<file path="config.mk">
export PLATFORM = sky130hd
export DESIGN_NAME = alu_writeback_flat
export DESIGN_NICKNAME = d
export VERILOG_FILES = /design/src/rtl/alu_writeback_pkg.sv /design/src/rtl/alu_writeback_if.sv /design/src/rtl/alu_writeback_flags_reg.sv /design/src/rtl/alu_writeback.sv /design/src/flat_wrapper.sv
export SDC_FILE = /design/constraint.sdc
export NUM_CORES = 1
export LEC_CHECK = 0
export BUFFER_PORTS_ARGS = -buffer_cell sky130_fd_sc_hd__buf_2
export CORE_UTILIZATION = 45
export DETAILED_ROUTE_END_ITERATION = 10
export HOLD_SLACK_MARGIN = 0.02
export PLACE_DENSITY = 0.8
export REMOVE_ABC_BUFFERS = 1
export SYNTH_ARGS = -nofsm -noshare
export SYNTH_HDL_FRONTEND = slang
export SYNTH_SLANG_ARGS = --single-unit
</file>
<file path="constraint.sdc">
create_clock -name clk -period 1.4 [get_ports clk]
set_input_delay 0.14 -clock clk [delete_from_list [all_inputs] [get_ports clk]]
set_output_delay 0.14 -clock clk [all_outputs]
set_load 0.005 [all_outputs]
</file>
<file path="src/rtl/alu_writeback_pkg.sv">
// Shared constants and types for the ALU result/flags commit stage.
package alu_writeback_pkg;

    localparam int unsigned DATA_W = 16;
    localparam int unsigned RES_W  = 32;
    localparam int unsigned SEL_W  = 3;

    // FLAGS bit positions, same numbering as the ALU
    localparam int unsigned CF_IDX = 0;
    localparam int unsigned PF_IDX = 2;
    localparam int unsigned AF_IDX = 4;
    localparam int unsigned ZF_IDX = 6;
    localparam int unsigned SF_IDX = 7;
    localparam int unsigned TF_IDX = 8;
    localparam int unsigned IF_IDX = 9;
    localparam int unsigned DF_IDX = 10;
    localparam int unsigned OF_IDX = 11;

    localparam int unsigned AX_IDX = 0;
    localparam int unsigned DX_IDX = 2;

    localparam logic [DATA_W-1:0] FLAGS_RESET = 16'hF002;
    localparam logic [DATA_W-1:0] FIXED_ONES  = 16'hF002;
    localparam logic [DATA_W-1:0] FIXED_ZEROS = 16'h0028;

    typedef enum logic [1:0] {
        IDLE  = 2'd0,
        WR_LO = 2'd1,
        WR_HI = 2'd2
    } wb_state_e;

    typedef struct packed {
        logic              en;
        logic [SEL_W-1:0]  sel;
        logic [DATA_W-1:0] val;
        logic              is_8_bit;
    } reg_wr_t;

endpackage

</file>
<file path="src/rtl/alu_writeback_if.sv">
// ALU-to-writeback result handshake.
interface alu_writeback_if;
    import alu_writeback_pkg::*;

    logic              in_valid;
    logic              in_ready;
    logic [RES_W-1:0]  in_result;
    logic [DATA_W-1:0] in_flags;
    logic [DATA_W-1:0] in_flags_mask;
    logic              in_is_8_bit;
    logic              in_wide;
    logic              in_dest_valid;
    logic [SEL_W-1:0]  in_dest;

    modport master (
        output in_valid, in_result, in_flags, in_flags_mask,
               in_is_8_bit, in_wide, in_dest_valid, in_dest,
        input  in_ready
    );

    modport slave (
        input  in_valid, in_result, in_flags, in_flags_mask,
               in_is_8_bit, in_wide, in_dest_valid, in_dest,
        output in_ready
    );
endinterface

</file>
<file path="src/rtl/alu_writeback_flags_reg.sv">
// Architectural FLAGS register: masked merge with forced-one/forced-zero bits.
module flags_reg
    import alu_writeback_pkg::*;
(
    input  logic              clk,
    input  logic              reset,
    input  logic              upd_i,
    input  logic [DATA_W-1:0] flags_i,
    input  logic [DATA_W-1:0] mask_i,
    output logic [DATA_W-1:0] flags_o
);

    logic [DATA_W-1:0] flags_q;
    logic [DATA_W-1:0] flags_d;

    always_comb begin
        flags_d = flags_q;
        if (upd_i) begin
            flags_d = ((flags_q & ~mask_i) | (flags_i & mask_i) | FIXED_ONES) & ~FIXED_ZEROS;
        end
    end

    always_ff @(posedge clk) begin
        if (reset) begin
            flags_q <= FLAGS_RESET;
        end else begin
            flags_q <= flags_d;
        end
    end

    assign flags_o = flags_q;

endmodule

</file>
<file path="src/rtl/alu_writeback.sv">
// Commits ALU results to the register-file write port (AX then DX for wide
// multiplies) and owns the architectural FLAGS register.
module alu_writeback
    import alu_writeback_pkg::*;
(
    input  logic              clk,
    input  logic              reset,
    alu_writeback_if.slave    in_bus,
    output logic              reg_wr_en,
    output logic [SEL_W-1:0]  reg_wr_sel,
    output logic [DATA_W-1:0] reg_wr_val,
    output logic              reg_wr_8_bit,
    output logic [DATA_W-1:0] flags,
    output logic              done
);

    wb_state_e         state_q;
    logic              hi_pending_q;
    logic [DATA_W-1:0] hi_val_q;
    reg_wr_t           wr_q;
    logic              done_q;

    reg_wr_t           lo_wr;
    reg_wr_t           hi_wr;
    logic              accept;
    logic              in_hi_pending;

    // Only the LO cycle of a 16-bit multiply blocks new work
    assign in_bus.in_ready = (state_q == IDLE)
                           | ((state_q == WR_LO) & ~hi_pending_q)
                           | (state_q == WR_HI);
    assign accept        = in_bus.in_valid & in_bus.in_ready;
    assign in_hi_pending = in_bus.in_wide & ~in_bus.in_is_8_bit;

    always_comb begin
        lo_wr.en       = in_bus.in_dest_valid;
        lo_wr.sel      = in_bus.in_dest;
        lo_wr.val      = in_bus.in_result[DATA_W-1:0];
        lo_wr.is_8_bit = in_bus.in_is_8_bit;
        if (in_bus.in_wide) begin
            lo_wr.en       = 1'b1;
            lo_wr.sel      = SEL_W'(AX_IDX);
            lo_wr.is_8_bit = 1'b0;
        end
        hi_wr.en       = 1'b1;
        hi_wr.sel      = SEL_W'(DX_IDX);
        hi_wr.val      = hi_val_q;
        hi_wr.is_8_bit = 1'b0;
    end

    always_ff @(posedge clk) begin
        if (reset) begin
            state_q      <= IDLE;
            hi_pending_q <= 1'b0;
            hi_val_q     <= '0;
            wr_q         <= '0;
            done_q       <= 1'b0;
        end else if (accept) begin
            state_q      <= WR_LO;
            hi_pending_q <= in_hi_pending;
            hi_val_q     <= in_bus.in_result[RES_W-1:DATA_W];
            wr_q         <= lo_wr;
            done_q       <= ~in_hi_pending;
        end else if ((state_q == WR_LO) && hi_pending_q) begin
            state_q      <= WR_HI;
            hi_pending_q <= 1'b0;
            wr_q         <= hi_wr;
            done_q       <= 1'b1;
        end else begin
            state_q      <= IDLE;
            hi_pending_q <= 1'b0;
            wr_q.en      <= 1'b0;
            done_q       <= 1'b0;
        end
    end

    flags_reg u_flags_reg (
        .clk     (clk),
        .reset   (reset),
        .upd_i   (accept),
        .flags_i (in_bus.in_flags),
        .mask_i  (in_bus.in_flags_mask),
        .flags_o (flags)
    );

    assign reg_wr_en    = wr_q.en;
    assign reg_wr_sel   = wr_q.sel;
    assign reg_wr_val   = wr_q.val;
    assign reg_wr_8_bit = wr_q.is_8_bit;
    assign done         = done_q;

endmodule
</file>
<file path="src/flat_wrapper.sv">
// flat-port wrapper written by rule: the top's interface ports become plain ports
module alu_writeback_flat import alu_writeback_pkg::*;
  (clk, reset, reg_wr_en, reg_wr_sel, reg_wr_val, reg_wr_8_bit, flags, done, in_bus_in_valid, in_bus_in_result, in_bus_in_flags, in_bus_in_flags_mask, in_bus_in_is_8_bit, in_bus_in_wide, in_bus_in_dest_valid, in_bus_in_dest, in_bus_in_ready);
  alu_writeback_if in_bus_i ();
  input  logic clk;
  input  logic reset;
  output logic reg_wr_en;
  output logic [SEL_W-1:0] reg_wr_sel;
  output logic [DATA_W-1:0] reg_wr_val;
  output logic reg_wr_8_bit;
  output logic [DATA_W-1:0] flags;
  output logic done;
  input wire logic [$bits(in_bus_i.in_valid)-1:0] in_bus_in_valid;
  input wire logic [$bits(in_bus_i.in_result)-1:0] in_bus_in_result;
  input wire logic [$bits(in_bus_i.in_flags)-1:0] in_bus_in_flags;
  input wire logic [$bits(in_bus_i.in_flags_mask)-1:0] in_bus_in_flags_mask;
  input wire logic [$bits(in_bus_i.in_is_8_bit)-1:0] in_bus_in_is_8_bit;
  input wire logic [$bits(in_bus_i.in_wide)-1:0] in_bus_in_wide;
  input wire logic [$bits(in_bus_i.in_dest_valid)-1:0] in_bus_in_dest_valid;
  input wire logic [$bits(in_bus_i.in_dest)-1:0] in_bus_in_dest;
  output wire logic [$bits(in_bus_i.in_ready)-1:0] in_bus_in_ready;
  assign in_bus_i.in_valid = in_bus_in_valid;
  assign in_bus_i.in_result = in_bus_in_result;
  assign in_bus_i.in_flags = in_bus_in_flags;
  assign in_bus_i.in_flags_mask = in_bus_in_flags_mask;
  assign in_bus_i.in_is_8_bit = in_bus_in_is_8_bit;
  assign in_bus_i.in_wide = in_bus_in_wide;
  assign in_bus_i.in_dest_valid = in_bus_in_dest_valid;
  assign in_bus_i.in_dest = in_bus_in_dest;
  assign in_bus_in_ready = in_bus_i.in_ready;
  alu_writeback u_core (.clk(clk), .reset(reset), .in_bus(in_bus_i), .reg_wr_en(reg_wr_en), .reg_wr_sel(reg_wr_sel), .reg_wr_val(reg_wr_val), .reg_wr_8_bit(reg_wr_8_bit), .flags(flags), .done(done));
endmodule
</file>
# Word level (Yosys, flattened, before mapping)
# Cells that the tools add are included.
[word_totals] register_bits=50 in_bits=73 output_inout_bits=39 word_cells=38
[op_classes] eq_ne=2 mux=8 n_bitwise=13 reduce_logical=5
[op_table] op="$and 12x12->12" count=2
[op_table] op="$mux 21" count=1
[op_table] op="$mux 20" count=1
[op_table] op="$not 12->12" count=1
[op_table] op="$or 12x12->12" count=1
[op_table] op="$mux 1" count=4
[op_table] op="$mux 4" count=1
[op_table] op="$not 1->1" count=4
[op_table] op="$reduce_or 2->1" count=2
[op_table] op="$and 1x1->1" count=3
[op_table] op="$eq 2x1->1 const B" count=1
[op_table] op="$eq 2x2->1 const B" count=1
[op_table] op="$logic_not 2->1" count=1
[op_table] op="$mux 2" count=1
[op_table] op="$or 1x1->1" count=2
[op_table] op="$reduce_bool 2->1" count=1
[op_table] op="$logic_and 1x1->1" count=1

# Logic depth before layout (Yosys ltp)
# Gate-level depths: netlist of run 1.
[depth] word_depth=7 depth_mapped=6 ltp_nobuf=4

# Hierarchy
# A second synthesis of run 1 with hierarchy kept.
[unflattened] hier_cells=284 area_unflattened_um2=2548.7
[modules_own_cells] module="alu_writeback" n_inst=1 cells_per_inst=236 area_each_um2=2094.5 seq_area_each_um2=820.8
[modules_own_cells] module="flags_reg" n_inst=1 cells_per_inst=48 area_each_um2=454.2 seq_area_each_um2=180.2

# Least setup slack after synthesis of run 1
# OpenSTA, ideal clock, no wires.
[synth_timing] path_kind="reg-to-reg" startpoint="register u_core.state_q[1]" endpoint="register u_core.wr_q, in the netlist u_core.reg_wr_val[15]" setup_time_ps=91 arrival_time_ps=1042 setup_slack_ps=267 stages_incl_launch_ff=7 path_cell_list="dfxtp_1 o21a_1 buf_6 clkinv_4 nand2_4 buf_6 a311oi_1"
[synth_via] elab_chain_len=6 word_cells_on_any_way=10 classes_between="2 x eq/ne; 1 x mux; 4 x bitwise; 3 x reduce/logical"
[synth_rtl] element="from (decl)" line="alu_writeback.sv:17" text="wb_state_e state_q;"
[synth_rtl] element="from (signal assigned)" line="alu_writeback.sv:53" text="state_q <= IDLE;"
[synth_rtl] element="from (signal assigned)" line="alu_writeback.sv:59" text="state_q <= WR_LO;"
[synth_rtl] element="from (signal assigned)" line="alu_writeback.sv:65" text="state_q <= WR_HI;"
[synth_rtl] element="$eq 2x1->1" line="alu_writeback.sv:30, alu_writeback.sv:64"
[synth_rtl] element="$and 1x1->1" line="alu_writeback.sv:30" text="| ((state_q == WR_LO) & ~hi_pending_q)"
[synth_rtl] element="$or 1x1->1" line="alu_writeback.sv:30"
[synth_rtl] element="$or 1x1->1" line="alu_writeback.sv:31" text="| (state_q == WR_HI);"
[synth_rtl] element="$and 1x1->1" line="alu_writeback.sv:32" text="assign accept = in_bus.in_valid & in_bus.in_ready;"
[synth_rtl] element="$mux 21 or $reduce_bool 2->1 (tied branches)"
[synth_rtl] element="to (signal assigned)" line="alu_writeback.sv:62" text="wr_q <= lo_wr;"
[synth_rtl] element="to (signal assigned)" line="alu_writeback.sv:67" text="wr_q <= hi_wr;"
[synth_rtl] element="to (decl)" line="alu_writeback.sv:20" text="reg_wr_t wr_q;"
# Parallel ways exist; a longest one is shown, timed or not.
# A chain may end at the register's enable or synchronous reset.

# Worst setup path after layout of run 1
[layout_timing] startpoint="register u_core.state_q[1]" endpoint="output port in_bus_in_ready"
[layout_via] elab_chain_len=4 word_cells_on_any_way=6 classes_between="2 x eq/ne; 3 x bitwise; 1 x reduce/logical"
[layout_rtl] element="$eq 2x1->1" line="alu_writeback.sv:30"
[layout_rtl] element="$and 1x1->1" line="alu_writeback.sv:30"
[layout_rtl] element="$or 1x1->1" line="alu_writeback.sv:30"
[layout_rtl] element="$or 1x1->1 (*)" line="alu_writeback.sv:31"
[layout_rtl] element="to (decl)" line="flat_wrapper.sv:21" text="output wire logic [$bits(in_bus_i.in_ready)-1:0] in_bus_in_ready;"
# Every way passes the cells marked *; elsewhere a longest branch is shown, timed or not.

==> impl_metrics.tcl, run 1 <==
set metrics [dict create \
    r2r_start "u_core.state_q[1]" \
    hold_buffers 0 \
    critPathKind "flip-flop to output port" \
    worstPathMaxFanout 14 \
    hpwl_mm 3.52 \
    combPwrFrac_pct 13.6 \
    synth_common_cells "50 x dfxtp_1, 34 x a21oi_1, 33 x nand2_1" \
    synth-edff-count 0 \
    syn_area_per_cell_um2 8.36 \
    grt_pass1_vias 1846 \
    overflow 0 \
    crit_required_ps 1260 \
    grt_usage_pct 20.8 \
    clockRootBuffer "clkbuf_8" \
    worst-r2r-setup-slack_ps 170 \
    pre_cts_ws_ps 69.5 \
    hp-class "input pin to flip-flop" \
    switching_share_pct 24.3 \
    period_minus_slack_ps 1290 \
    synth-main-ff-cell "dfxtp_1" \
    worstHoldStart "in_bus_in_result[20]" \
    arrival_ps 1150 \
    synth_area_mm2 0.00215 \
    seq_area_frac_synth_pct 46.6 \
    fp-row-count 24 \
    fin_ws_ps 113 \
    ys_types 27 \
    drc_errors 8 \
    vdd_drop_max_mv 0.651 \
    yosysMostFrequentCell "dfxtp_1" \
    critPathLaunchType "flip-flop" \
    detail-route-antenna-nets 0 \
    synth_top_family_by_area "compound AO/OA/AOI/OAI gates" \
    powerDensity_mw_per_mm2 991 \
    diodes 0 \
    grt_pass1_wl_mm 8.30 \
    cts_buffers 5 \
    drv_cap 0 \
    clockBufferDepth 2 \
    initial_core_util_pct 48.0 \
    finalSetupTns_ps 0 \
    synth_xor_area_share_pct 0 \
    outcome "finished with violations" \
    holdPathEnd "u_core.hi_val_q[4]" \
    viasPerCell 5.49 \
    clockPowerShare_pct 28.9 \
    synth.area.mux_share_pct 0 \
    fin_util_pct 60.3 \
    area_growth_pct 25.6 \
    cp-startpoint "u_core.state_q[1]" \
    switching_power_mw 0.649 \
    synth-simple-area-share_pct 19.2 \
    cts_tree "built" \
    avgRoutedWirePerCell_um 13.2 \
    drt_first_pass_iters 7 \
    die_h_um 71.1 \
    r2r_end "u_core.reg_wr_val[15]" \
    pin_count 112 \
    dieArea_mm2 0.00506 \
    die_w_um 71.1 \
    cts_sinks 50 \
    clk_pin_slew_ps 80 \
    nets 412 \
    final_max_slew_viol_count 0 \
    hold-path-cell-count 3 \
    reg2reg_depth 4 \
    portBuffers 90 \
    antenna_found_initial 0 \
    wl_mm 5.18 \
    vias 2148 \
    fillCellCount 425 \
    hold_viol 0 \
    yosys.area.top_type "dfxtp_1" \
    rsz0062_at_grt "no" \
    synthAdderAreaFrac_pct 0 \
    syn_inst 257 \
    core_area_mm2 0.00447 \
    gp_congestion 0.764 \
    synthTopCellsByArea "dfxtp_1 47%, a21oi_1 7.9%, o21ai_0 5.8%, nand2_1 5.8%, buf_4 4.5%" \
    drive_gt1_share_pct 33.3 \
    synth_seq_cells 50 \
    yosys.area.top_type_share_pct 46.6 \
    fmax_ghz 0.777 \
    worst_skew_pair.late_latency_ps 300 \
    cp-end-kind "output port" \
    intPower_mw 2.03 \
    period_share_pct 92.0 \
    ys.warnings.count 0 \
    finClkSkew_ps 4.79 \
    detail_route.iter0.violations 82 \
    grt_max_degree 37 \
    htree_levels 2 \
    violations "design-rule violations" \
    setup_viol 0 \
    async_flop_share_pct 0 \
    synth_compound_area_share_pct 24.0 \
    p_seq_share_pct 57.5 \
    leakagePower_nw 1.16 \
    postCtsSetupRepairBufs 0 \
]
-- routing by layer --
metal,routed length (um),track usage (%),vias up,share of wire [%]
met5,0,0,-,0
met4,73,7.33,0,1.4
met3,290,4.13,8,5.6
met2,2580,37.4,70,50
met1,2240,24.8,991,43
li1,-,-,1079,-
-- layout by cell type, fill, tap and decap left out --
| master | n |
|---|---|
| a211oi_1 | 1 |
| a21oi_1 | 34 |
| a311oi_1 | 11 |
| a311oi_2 | 1 |
| a32oi_1 | 4 |
| and3b_1 | 1 |
| buf_12 | 2 |
| buf_2 | 90 |
| buf_4 | 10 |
| buf_6 | 1 |
| clkbuf_1 | 2 |
| clkbuf_8 | 5 |
| clkinv_1 | 1 |
| clkinv_2 | 1 |
| clkinv_4 | 1 |
| conb_1 | 7 |
| dfxtp_1 | 50 |
| nand2_1 | 33 |
| nand2_4 | 1 |
| nand2b_1 | 1 |
| nand3_1 | 17 |
| nand3b_1 | 1 |
| nand4_1 | 9 |
| nand4b_1 | 3 |
| nor2_1 | 3 |
| nor2b_1 | 1 |
| nor3_1 | 14 |
| o211ai_1 | 8 |
| o21a_4 | 1 |
| o21ai_0 | 25 |
-- critical path, cell delays in order, from the launching register on --
cell	delay, ps
dfxtp_1	360
o21a_4	190
clkinv_4	140
buf_2	160
-- timing repair --
action | CTS | global route
hold endpoints to repair | 0 | 0
pin swaps | 0 | 0
cloned | 1 | 0
setup endpoints to repair | 1 | 1
gates resized for setup | 1 | 2
-- power groups by stage --
stage | combinational (mW) | clock [mW] | sequential [mW]
after global placement | 0.357 | 0 | 1.57
after CTS | 0.367 | 0.806 | 1.54
after floorplan | 0.138 | 0 | 1.57
after global routing | 0.405 | 0.850 | 1.55
final | 0.365 | 0.773 | 1.54
after detailed placement | 0.366 | 0 | 1.57
-- worst max-delay path by stage --
stage                           end  slack [ps]  cells after the start
2_1_floorplan  u_core.reg_wr_val[7]        -580                      4
3_3_place_gp       u_core.reg_wr_en         120                      5
3_5_place_dp       u_core.reg_wr_en          70                      5
4_1_cts             in_bus_in_ready          60                      3
5_1_grt             in_bus_in_ready          50                      3
6_report            in_bus_in_ready         110                      3
-- through the flow --
stage               instances  power (mW)  area, um2  hold slack [ps]
floorplan                 228        1.71       1970              208
global placement          383        1.92       2610              394
detailed placement        383        1.94       2610              401
CTS                       391        2.71       2690             78.5
global route              391        2.80       2700             82.9
finish                    391        2.68       2700             84.2
-- kinds of logic (layout without fill, tap and decap cells) --
family          Yosys count  after routing
simple gates             84             84
flops                    50             50
compound gates           85             85
buf+inv                  36            113
other cells               2              7
-- cell type report --
class / instances / area [um2] / area share, %
repair inverters: 1 / 5.00 / 0.185
clock buffers: 7 / 76.3 / 2.83
well taps: 52 / 65.1 / 2.41
flip-flops and latches: 50 / 1000 / 37.1
repair buffers: 103 / 577 / 21.4
multi-input cells: 176 / 963 / 35.7
inverters: 2 / 12.5 / 0.463
Power figures use the tool's default switching activity.
==> run 2: changes to the inputs <==
- MAX_ROUTING_LAYER: unset -> met4
==> impl_metrics.tcl, run 2 (same netlist as run 1, synthesis figures left out) <==
set metrics [dict create \
    outcome "finished with violations" \
    violations "design-rule violations" \
    leakagePower_nw 1.16 \
    fin_util_pct 60.3 \
    clockBufferDepth 2 \
    die_h_um 71.1 \
    final_common_cell "buf_2" \
    pre_cts_ws_ps 69.5 \
    fmax_ghz 0.777 \
    cts_tree "built" \
    r2r_start "u_core.state_q[1]" \
    initial_core_util_pct 48.0 \
    grt_usage_pct 21.5 \
    portBuffers 90 \
    worst_skew_pair.late_latency_ps 300 \
    mostFrequentLayoutCells "90 x buf_2, 50 x dfxtp_1, 34 x a21oi_1, 33 x nand2_1, 25 x o21ai_0" \
    viasPerCell 5.48 \
    hp-class "input pin to flip-flop" \
    cp-startpoint "u_core.state_q[1]" \
    grt_pass1_wl_mm 8.32 \
    dieArea_mm2 0.00506 \
    cp-end-kind "output port" \
    overflow 0 \
    avgRoutedWirePerCell_um 13.3 \
    vdd_drop_max_mv 0.651 \
    period_share_pct 91.9 \
    wl_mm 5.18 \
    dp_cells 383 \
    arrival_ps 1150 \
    rsz0062_at_grt "no" \
    clockRootBuffer "clkbuf_8" \
    htree_levels 2 \
    cts_buffers 5 \
    hold_viol 0 \
    cts_sinks 50 \
    drv_cap 0 \
    core_area_mm2 0.00447 \
    gp_congestion 0.774 \
    drive_gt1_share_pct 33.3 \
    period_minus_slack_ps 1290 \
    fin_cells 391 \
    worstPathMaxFanout 14 \
    clk_pin_slew_ps 80 \
    hpwl_mm 3.52 \
    crit_required_ps 1260 \
    diodes 0 \
    detail-route-antenna-nets 0 \
    p_total_mw 2.67 \
    area_growth_pct 25.6 \
    final_max_slew_viol_count 0 \
    pin_count 112 \
    grt_pass1_vias 1843 \
    nets 412 \
    fp-row-count 24 \
    powerDensity_mw_per_mm2 991 \
    fin_ws_ps 113 \
    detail_route.iter0.violations 89 \
    hold_buffers 0 \
    vias 2142 \
    critPathLaunchType "flip-flop" \
    worstHoldStart "in_bus_in_result[16]" \
    multi_input_comb_area_um2 963 \
    critPathKind "flip-flop to output port" \
    setup_viol 0 \
    fillCellCount 425 \
    drt_first_pass_iters 7 \
    finClkSkew_ps 4.95 \
    whs_ps 83.7 \
    antenna_found_initial 0 \
    ff_latch_area_mm2 0.00100 \
    die_w_um 71.1 \
    grt_max_degree 37 \
    drc_errors 8 \
]
-- run 2: repair_timing --
action                                  CTS  global route
endpoints found under the setup margin    1             1
pin swaps                                 0             0
resized for setup                         1             2
setup buffers                             0             0
cloned                                    1             0
-- run 2: power breakdown --
group | internal, mW | switching, mW | leakage, nW
registers | 1.50 | 0.0353 | 0.412
clock network | 0.345 | 0.428 | 0.0383
logic | 0.180 | 0.186 | 0.706
-- run 2: final timing paths --
path                           end  slack (ps)  cells past startpoint
max                in_bus_in_ready         110                      3
min             u_core.hi_val_q[0]          80                      3
max reg2reg  u_core.reg_wr_val[15]         170                      4
min reg2reg              flip-flop         480                      2
-- run 2: final cells by class --
cell class              instances  share of cell area [%]
clock buffers                   7                    2.83
flip-flops and latches         50                    37.1
repair inverters                1                   0.185
well taps                      52                    2.41
repair buffers                103                    21.4
multi-input cells             176                    35.7
inverters                       2                   0.463
-- run 2: stage by stage --
stage / TNS, ps / area [um2]
final: 0 / 2700
after global routing: 0 / 2700
after CTS: 0 / 2690
after detailed placement: 0 / 2610
after global placement: 0 / 2610
after floorplan: -24840 / 1970
-- run 2: critical path: stages (launching register included) --
cell and delay [ps]:
dfxtp_1 360, o21a_4 190, clkinv_4 140, buf_2 160
-- run 2: metal layers --
layer,up-vias,global-route usage [%],wire (um)
met3,8,3.56,252
met5,-,-,0
li1,1078,-,-
met2,68,37.4,2590
met1,988,25.2,2270
met4,0,7.33,73
==> run 3: changes to the inputs <==
- RECOVER_POWER: unset -> 50
==> impl_metrics.tcl, run 3 (same netlist as run 1, synthesis figures left out) <==
set metrics [dict create \
    core_area_mm2 0.00447 \
    path_buf_inv 2 \
    mostFrequentLayoutCells "83 x buf_2, 50 x dfxtp_1, 34 x a21oi_1, 33 x nand2_1, 25 x o21ai_0" \
    worst-r2r-setup-slack_ps 170 \
    fin_ws_ps 113 \
    hold_buffers 0 \
    holdPathEnd "u_core.hi_val_q[0]" \
    vdd_drop_max_mv 0.652 \
    violations "design-rule violations" \
    r2r_end "u_core.reg_wr_val[15]" \
    drive_gt1_share_pct 31.3 \
    htree_levels 2 \
    use_met3_pct 3.56 \
    hold-path-cell-count 3 \
    avgRoutedWirePerCell_um 13.3 \
    setup_viol 0 \
    overflow 0 \
    hold_viol 0 \
    final_area_mm2 0.00269 \
    crit_required_ps 1260 \
    grt_usage_pct 21.5 \
    rsz0062_at_grt "no" \
    critPathLaunchType "flip-flop" \
    fin_util_pct 60.1 \
    vias 2144 \
    clockRootBuffer "clkbuf_8" \
    grtUsageMet1_pct 25.2 \
    final_common_cell "buf_2" \
    clockBufferDepth 2 \
    reg2reg_depth 4 \
    grt.busiest_layer "met2" \
    initial_core_util_pct 48.0 \
    diodes 0 \
    viasPerCell 5.48 \
    grt_pass1_wl_mm 8.32 \
    slowest_delay_ps 370 \
    wl_mm 5.20 \
    die_w_um 71.1 \
    fp-row-count 24 \
    cts_buffers 5 \
    drt_first_pass_iters 7 \
    dieArea_mm2 0.00506 \
    cp-end-kind "output port" \
    hp-class "input pin to flip-flop" \
    clk_pin_slew_ps 80 \
    cp_slowest_cell "dfxtp_1" \
    grt_pass1_vias 1843 \
    worstPathCellList "o21a_4 -> clkinv_4 -> buf_2" \
    pin_count 112 \
    grt_max_degree 37 \
    placed_area_mm2 0.00261 \
    r2r_start "u_core.state_q[1]" \
    use_met2_pct 37.4 \
    arrival_ps 1150 \
    final_max_slew_viol_count 0 \
    leakagePower_nw 1.13 \
    pre_cts_ws_ps 69.5 \
    drv_cap 0 \
    gp_congestion 0.774 \
    detail_route.iter0.violations 89 \
    detail-route-antenna-nets 0 \
    crit_family "flip-flops" \
    drc_errors 8 \
    fmax_ghz 0.777 \
    cts_tree "built" \
    worstHoldStart "in_bus_in_result[16]" \
    worst_skew_pair.late_latency_ps 300 \
    hpwl_mm 3.52 \
    area_growth_pct 25.1 \
    antenna_found_initial 0 \
    period_minus_slack_ps 1290 \
    fillCellCount 429 \
    outcome "finished with violations" \
    portBuffers 90 \
    die_h_um 71.1 \
    powerDensity_mw_per_mm2 994 \
    finClkSkew_ps 4.91 \
    critPathKind "flip-flop to output port" \
    p_total_mw 2.67 \
    worstPathMaxFanout 14 \
    cts_sinks 50 \
    period_share_pct 91.9 \
    nets 412 \
]
-- run 3: what timing repair did --
action                                  in CTS  in global routing
resized for setup                            1                  2
cloned                                       1                  0
endpoints found under the setup margin       1                  1
setup buffers                                0                  0
-- run 3: metal layers --
metal	vias up	part of all wire, %
met5	-	0
met4	0	1.4
met3	8	5.2
met2	68	49
met1	988	44
li1	1080	-
-- run 3: final cells by class --
type / instances / area, um2 / share of cell area, %
clock buffers: 7 / 76.3 / 2.84
inverters: 2 / 12.5 / 0.465
multi-input cells: 176 / 963 / 35.8
flip-flops and latches: 50 / 1000 / 37.2
well taps: 52 / 65.1 / 2.42
repair buffers: 103 / 568 / 21.1
repair inverters: 1 / 3.75 / 0.140
-- run 3: per-stage QoR --
stage / cells / setup TNS (ps) / hold WS [ps]
3_5_place_dp: 383 / 0 / 401
4_1_cts: 391 / 0 / 78.5
2_1_floorplan: 228 / -24840 / 208
6_report: 391 / 0 / 82.9
3_3_place_gp: 383 / 0 / 394
5_1_grt: 391 / 0 / 82.9
-- run 3: how the worst max path moves through the flow --
stage          slack (ps)           startpoint  cells past startpoint              endpoint
6_report              110    u_core.state_q[1]                      3       in_bus_in_ready
5_1_grt                50  u_core.hi_pending_q                      3       in_bus_in_ready
4_1_cts                60    u_core.state_q[0]                      3       in_bus_in_ready
3_5_place_dp           70    u_core.state_q[0]                      5      u_core.reg_wr_en
3_3_place_gp          120    u_core.state_q[1]                      5      u_core.reg_wr_en
2_1_floorplan        -580    u_core.state_q[0]                      4  u_core.reg_wr_val[7]
-- run 3: worst register-to-register path, cell delays in order, from the launching register on --
cell	delay [ps]
dfxtp_1	330
o21a_4	240
clkinv_4	130
nand2_4	150
a311oi_1	280
-- run 3: power by group --
group	leakage (nW)	switching [mW]	internal, mW
combinational	0.679	0.186	0.177
clock	0.0383	0.428	0.345
sequential	0.412	0.0360	1.50
